<file path="src/rtl/divsigned_seq.sv">
// divsigned_seq: iterative signed divider, one restoring subtract-and-shift step per cycle.
// Optional macro DIVSIGNED_ZERO_BYPASS_EN: a zero divisor is resolved right after acceptance.
module divsigned_seq #(
    parameter int SIZE = 18
) (
    input  logic            clk_i,
    input  logic            rst_ni,
    input  logic            start_i,
    input  logic [SIZE-1:0] dividend_i,
    input  logic [SIZE-1:0] divisor_i,
    output logic            ready_o,
    output logic            valid_o,
    output logic [SIZE-1:0] quotient_o,
    output logic [SIZE-1:0] remainder_o,
    output logic            div_by_zero_o
);

    localparam int CW = $clog2(SIZE);
    localparam logic [CW-1:0]   CNT_INIT = CW'(SIZE - 1);
    localparam logic [CW-1:0]   CNT_ONE  = CW'(1);
    localparam logic [SIZE-1:0] ONE      = SIZE'(1);
    localparam logic [SIZE:0]   ONE_W    = (SIZE + 1)'(1);

    typedef enum logic [1:0] {
        IDLE,
        ABS,
        ITER,
        SIGN
    } state_t;

    state_t          state_q, state_d;
    logic [SIZE-1:0] dividend_q, dividend_d;
    logic [SIZE-1:0] divisor_q, divisor_d;
    logic            negDividend_q, negDividend_d;
    logic            negDivisor_q, negDivisor_d;
    logic            zeroDiv_q, zeroDiv_d;
    logic [SIZE:0]   divMag_q, divMag_d;
    logic [SIZE-1:0] remAcc_q, remAcc_d;
    logic [SIZE-1:0] quotAcc_q, quotAcc_d;
    logic [CW-1:0]   count_q, count_d;
    logic [SIZE-1:0] quotient_q, quotient_d;
    logic [SIZE-1:0] remainder_q, remainder_d;
    logic            divByZero_q, divByZero_d;
    logic            valid_q, valid_d;

    logic [SIZE:0]   shifted;
    logic [SIZE:0]   trial;

    // Partial remainder is always below |divisor| <= 2^(SIZE-1), so the top bit of trial is its sign.
    assign shifted = {remAcc_q, quotAcc_q[SIZE-1]};
    assign trial   = shifted + ~divMag_q + ONE_W;

    always_comb begin
        state_d       = state_q;
        dividend_d    = dividend_q;
        divisor_d     = divisor_q;
        negDividend_d = negDividend_q;
        negDivisor_d  = negDivisor_q;
        zeroDiv_d     = zeroDiv_q;
        divMag_d      = divMag_q;
        remAcc_d      = remAcc_q;
        quotAcc_d     = quotAcc_q;
        count_d       = count_q;
        quotient_d    = quotient_q;
        remainder_d   = remainder_q;
        divByZero_d   = divByZero_q;
        valid_d       = 1'b0;

        case (state_q)
            IDLE: begin
                if (start_i) begin
                    dividend_d    = dividend_i;
                    divisor_d     = divisor_i;
                    negDividend_d = dividend_i[SIZE-1];
                    negDivisor_d  = divisor_i[SIZE-1];
                    zeroDiv_d     = (divisor_i == '0);
`ifdef DIVSIGNED_ZERO_BYPASS_EN
                    state_d       = (divisor_i == '0) ? SIGN : ABS;
`else
                    state_d       = ABS;
`endif
                end
            end

            ABS: begin
                quotAcc_d = negDividend_q ? (~dividend_q + ONE) : dividend_q;
                divMag_d  = {1'b0, (negDivisor_q ? (~divisor_q + ONE) : divisor_q)};
                remAcc_d  = '0;
                count_d   = CNT_INIT;
                state_d   = ITER;
            end

            ITER: begin
                remAcc_d  = trial[SIZE] ? shifted[SIZE-1:0] : trial[SIZE-1:0];
                quotAcc_d = {quotAcc_q[SIZE-2:0], ~trial[SIZE]};
                count_d   = count_q - CNT_ONE;
                if (count_q == '0) begin
                    state_d = SIGN;
                end
            end

            SIGN: begin
                // Truncation toward zero: remainder follows the dividend's sign.
                if (zeroDiv_q) begin
                    quotient_d  = '1;
                    remainder_d = dividend_q;
                    divByZero_d = 1'b1;
                end else begin
                    quotient_d  = (negDividend_q ^ negDivisor_q) ? (~quotAcc_q + ONE) : quotAcc_q;
                    remainder_d = negDividend_q ? (~remAcc_q + ONE) : remAcc_q;
                    divByZero_d = 1'b0;
                end
                valid_d = 1'b1;
                state_d = IDLE;
            end

            default: begin
                state_d = IDLE;
            end
        endcase
    end

    always_ff @(posedge clk_i or negedge rst_ni) begin
        if (!rst_ni) begin
            state_q       <= IDLE;
            dividend_q    <= '0;
            divisor_q     <= '0;
            negDividend_q <= 1'b0;
            negDivisor_q  <= 1'b0;
            zeroDiv_q     <= 1'b0;
            divMag_q      <= '0;
            remAcc_q      <= '0;
            quotAcc_q     <= '0;
            count_q       <= '0;
            quotient_q    <= '0;
            remainder_q   <= '0;
            divByZero_q   <= 1'b0;
            valid_q       <= 1'b0;
        end else begin
            state_q       <= state_d;
            dividend_q    <= dividend_d;
            divisor_q     <= divisor_d;
            negDividend_q <= negDividend_d;
            negDivisor_q  <= negDivisor_d;
            zeroDiv_q     <= zeroDiv_d;
            divMag_q      <= divMag_d;
            remAcc_q      <= remAcc_d;
            quotAcc_q     <= quotAcc_d;
            count_q       <= count_d;
            quotient_q    <= quotient_d;
            remainder_q   <= remainder_d;
            divByZero_q   <= divByZero_d;
            valid_q       <= valid_d;
        end
    end

    assign ready_o       = (state_q == IDLE);
    assign valid_o       = valid_q;
    assign quotient_o    = quotient_q;
    assign remainder_o   = remainder_q;
    assign div_by_zero_o = divByZero_q;

endmodule
</file>
<file path="config.mk">
export PLATFORM = sky130hd
export DESIGN_NAME = divsigned_seq
export DESIGN_NICKNAME = d
export VERILOG_FILES = /design/src/rtl/divsigned_seq.sv
export SDC_FILE = /design/constraint.sdc
export NUM_CORES = 1
export LEC_CHECK = 0
export BUFFER_PORTS_ARGS = -buffer_cell sky130_fd_sc_hd__buf_2
export CORE_MARGIN = 3
export CORE_UTILIZATION = 30
export CTS_BUF_LIST = sky130_fd_sc_hd__clkbuf_2 sky130_fd_sc_hd__clkbuf_4 sky130_fd_sc_hd__clkbuf_8
export CTS_CLUSTER_DIAMETER = 40
export DETAILED_ROUTE_END_ITERATION = 6
export PLACE_DENSITY = 0.58
export SKIP_LAST_GASP = 1
export SLEW_MARGIN = 20
export SYNTH_ARGS = -nofsm -noshare
export SYNTH_HDL_FRONTEND = slang
export SYNTH_SLANG_ARGS = --single-unit
</file>
<file path="constraint.sdc">
create_clock -name clk_i -period 4.5 [get_ports clk_i]
set_input_delay 0.9 -clock clk_i [delete_from_list [all_inputs] [get_ports clk_i]]
set_output_delay 0.9 -clock clk_i [all_outputs]
set_load 0.005 [all_outputs]
</file>
-- After elaboration in Yosys (flattened, before gate mapping)
Index checks and enable logic that the tools add are counted.
- register bits: 138
- logic and storage cells: 54
- mux-type cells: 15
- add/sub/neg operators: 7
- reductions and logical operators: 6
- bitwise operators: 7
- equality and inequality tests: 5
- operators by type and width (kind ; count):
    $mux W18 ; 7
    $add A18 B1 Y18 const B ; 4
    $not A18 Y18 ; 4
    $pmux W18 S2 ; 2
    $add A19 B1 Y19 const B ; 1
    $add A19 B19 Y19 ; 1
    $not A18 Y19 ; 1
    $logic_not A18 Y1 ; 1
    $pmux W5 S2 ; 1
    $pmux W2 S4 ; 1
    $logic_not A5 Y1 ; 1
    $sub A5 B1 Y5 const B ; 1
    $eq A2 B2 Y1 const B ; 2
    $mux W2 ; 2
    $ne A2 B2 Y1 const B ; 2
    $reduce_and A2 Y1 ; 2
    $eq A2 B1 Y1 const B ; 1
    $logic_not A2 Y1 ; 1
    $mux W1 ; 2
    $reduce_bool A2 Y1 ; 1
    $not A1 Y1 ; 1
    $xor A1 B1 Y1 ; 1

-- Longest topological paths before layout
- depth in word-level cells: 5
- gate-level depth with buffers: 11
- mapped depth without buffers: 9

-- Worst setup path after synthesis
No wires, ideal clock.
- path type: register to register
- start: reg remAcc_q[6]
- end: reg remAcc_q[16]
- arrival time: 2.453 ns
- stages on the path, launching flop included: 9
- period minus slack after synthesis: 2.598 ns
- setup slack: 1.902 ns
- required time: 4.355 ns
- path through: dfrtp_1 ha_1 nand2_1 or4b_1 o211ai_2 a211oi_2 buf_2 o31ai_1 o221ai_1
- longest elaborated chain between the ends: 4
- ends and longest elaborated chain (what ; RTL line ; text):
    start, declared ; 38 ; logic [SIZE-1:0] remAcc_q, remAcc_d;
    start signal, assigned ; 147 ; remAcc_q <= remAcc_d;
    $add A19 B19 Y19 ; 51 ; assign trial = shifted + ~divMag_q + ONE_W;
    $add A19 B1 Y19 ; 51 ;
    $mux W18 ; 94 ; remAcc_d = trial[SIZE] ? shifted[SIZE-1:0] : trial[SIZE-1:0];
    $pmux W18 S2 ; 69 ; case (state_q)
No other way between the ends.
A chain may end at the register's enable or synchronous reset.

-- Worst setup path in the final report
- start: reg remAcc_q[6]
- end: reg remAcc_q[8]
Same word-level chain as after synthesis.

==> out/metrics.cfg <==
[run_status]
status=complete, no violations

[power]
p_total_mw=6.269
ir_drop_uv=281.4
p_leak_nw=4.052
power_density_nw_per_um2=674.2

[layout]
fill_cells=2704
area_delta_synth_final_pct=13.12
stdcell_area_um2=9299
drive_gt1_frac=0.2076
diodes=0
layout.nets=1004
utilization=0.3509

[global_route]
grt_max_degree=79
grt_pass1_vias=6475
gr-total-overflow=0
grt_antenna_before_repair=0
grtUsageTotal=0.1496
grt_first_pass_wirelength_mm=35.05

[synth]
synth_nets=943
synth_top_area_cell=dfrtp_1
postSynthCellCount=875
synth_adder_area_share=0.04505
synthArstFlopShare=1.000
ys_top_cells_by_count=dfrtp_1 (136), nor2_1 (80), nand2_1 (72)
ys_types=66
synthSimpleGateAreaFrac=0.1508
ys_top_cells_by_area=dfrtp_1 (41%), mux2_2 (8.2%), ha_1 (4.3%)
synth_edf_count=0
synth_area_per_cell_um2=9.395
synth.mux.area_fraction=0.08950
syn-cell-area_um2=8220
synth_top_family_by_area=compound AO/OA/AOI/OAI gates
synth_compound_area_frac=0.1820
synth-xor-area-share=0.07671
ys_seq_area_frac=0.4140
yosys_warnings=0
synth-main-ff-cell=dfrtp_1
synth-seq-cells=136
yosys.area.top_type_share=0.4140
synth.most_common_cell=dfrtp_1

[worst_setup_path]
r2r_cells=7
worstSetupStartpointType=flop
cp.arrival_ns=3.51
end_kind=flop
crit_fanout=17
worstPathRequired_ns=4.85
path_class=reg -> reg

[timing]
worst_clock_skew_ns=0.01970
rsz0062_at_grt=false
min_period_over_period=0.7021
period_minus_slack_ns=3.160
fin_setup_tns_ns=0
max_freq_mhz=316.5
worstMarginPinSlew_ns=1.013
setup_viol_count_final=0
max-slew-margin-rel=0.3223
hold_viol_final=0
finalMaxSlewViolations=0

[clock_network]
cts_tree=done
worstSkewPairLatency_ns=0.47
cts_resized=0
cts_hold_buf=0
clock_path_buffers=2
ctsHtreeMaxLevel=4
postCtsSetupRepairBufs=0
cts_root_buf=clkbuf_8
cts_buffers=17
cts.sinks=136
clk_pin_slew_ns=0.09

[detailed_routing]
avgRoutedWirePerCell_um=16.62
drt_first_pass_iters=5
drt_iter0_drc=451
postRouteAntennaNets=0
routed_wl_mm=21.33
via_per_inst=5.225
vias=6709
drc_errors=0

[floorplanning]
dieArea_um2=29420
start_util=0.3102
rows=59
die_y_um=171.5
dieWidth_um=171.5
io_pins=78
core_area_um2=26500

[placed_design]
gp_congestion=0.8599
portBuffers=77
dp_hpwl_mm=15.36
placed_cell_area_um2=8936

[hold_path]
min-delay-path-class=in -> async

[job]
cap_violations=0

flip-flops by register name, indices dropped and copies added (netlist names):
signal         count
state_q            2
quotAcc_q         18
divisor_q         18
remainder_o       18
quotient_o        18
div_by_zero_o      1
divMag_q          18
dividend_q        18
zeroDiv_q          1
remAcc_q          18
count_q            5
valid_o            1
placed cells by master (no fill, tap or decap), types with 5 or more instances in the layout:
| cell type | Yosys | layout |
|---|---|---|
| nor2_1 | 80 | 80 |
| or3_1 | 5 | 5 |
| inv_1 | 45 | 45 |
| nor3_1 | 8 | 8 |
| mux2i_1 | 6 | 6 |
| buf_4 | 1 | 10 |
| o31ai_1 | 19 | 19 |
| nand3b_1 | 5 | 5 |
| buf_2 | 2 | 76 |
| xnor2_1 | 34 | 34 |
| o21ai_0 | 58 | 58 |
| o41ai_1 | 8 | 8 |
| nand4_1 | 5 | 5 |
| nand3_1 | 16 | 16 |
| nand2_1 | 72 | 71 |
| nor2b_1 | 12 | 12 |
| and3_1 | 5 | 5 |
| ha_1 | 28 | 27 |
| mux2_2 | 60 | 60 |
| o221ai_1 | 6 | 6 |
| a21oi_1 | 65 | 65 |
| dfrtp_1 | 136 | 136 |
| or4_1 | 9 | 9 |
| o311ai_0 | 5 | 5 |
| a31oi_1 | 7 | 7 |
| nand2b_1 | 12 | 12 |
| a21o_1 | 6 | 6 |
| clkbuf_8 | 0 | 17 |
| xor2_1 | 38 | 38 |
| inv_6 | 0 | 8 |
| nor4_1 | 9 | 9 |
power breakdown:
| group | leakage (nW) | internal (mW) | switching (mW) |
|---|---|---|---|
| sequential | 1.67 | 1.73 | 0.528 |
| clock | 0.173 | 0.399 | 0.571 |
| combinational | 2.21 | 1.38 | 1.67 |
| total | 4.05 | 3.50 | 2.77 |
worst paths after layout:
check / startpoint / end / slack [ns]
min: rst_ni / quotient_o[14] / 0.46
max: remAcc_q[6] / remAcc_q[8] / 1.34
max reg2reg: remAcc_q[6] / remAcc_q[8] / 1.34
min reg2reg: count_q[0] / count_q[0] / 0.48
min in group clk_i: count_q[0] / count_q[0] / 0.48
max in group asynchronous: rst_ni / divMag_q[0] / 3.09
metal layers:
layer | GRT usage | routed length (um) | vias up
met5 | 0 | 0 | -
li1 | - | - | 3269
met1 | 0.2207 | 10640 | 3261
met2 | 0.2233 | 9356 | 154
met3 | 0.02643 | 974 | 25
met4 | 0.04549 | 363 | 0
stage by stage:
step | instances | hold WS, ns | setup slack, ns
6_report | 1284 | 0.4577 | 1.340
3_3_place_gp | 1252 | 0.4551 | 1.503
4_1_cts | 1284 | 0.4768 | 1.391
5_1_grt | 1284 | 0.5047 | 1.143
2_1_floorplan | 875 | 0.4396 | 1.902
3_5_place_dp | 1252 | 0.4719 | 1.404
critical path, stage by stage (launching register included):
cell and delay (ns):
dfrtp_1 0.49, ha_1 0.38, nand2_1 0.12, or4b_1 0.50, o211ai_2 0.32, and3_1 0.65
nor3_2 0.19, a311o_1 0.39
final cells by class:
| type | count | area [um^2] | share of cell area |
|---|---|---|---|
| multi-input combinational | 649 | 4478 | 0.4816 |
| tap | 335 | 419.2 | 0.04508 |
| sequential | 136 | 3403 | 0.3660 |
| clock inverter | 15 | 128.9 | 0.01386 |
| inverter | 45 | 168.9 | 0.01816 |
| timing repair buffer | 87 | 466.7 | 0.05019 |
| clock buffer | 17 | 234.0 | 0.02516 |
cells by family (layout without fill, tap and decap cells):
| family | Yosys count | in the layout |
|---|---|---|
| and+or+nand+nor | 253 | 253 |
| AOI/OAI and AO/OA | 229 | 229 |
| DFF | 136 | 136 |
| buffers and inverters | 90 | 164 |
| xor gates and xnor gates | 72 | 72 |
| muxes | 66 | 66 |
| adders and majority gates | 29 | 29 |
(Power assumes the default switching activity.)
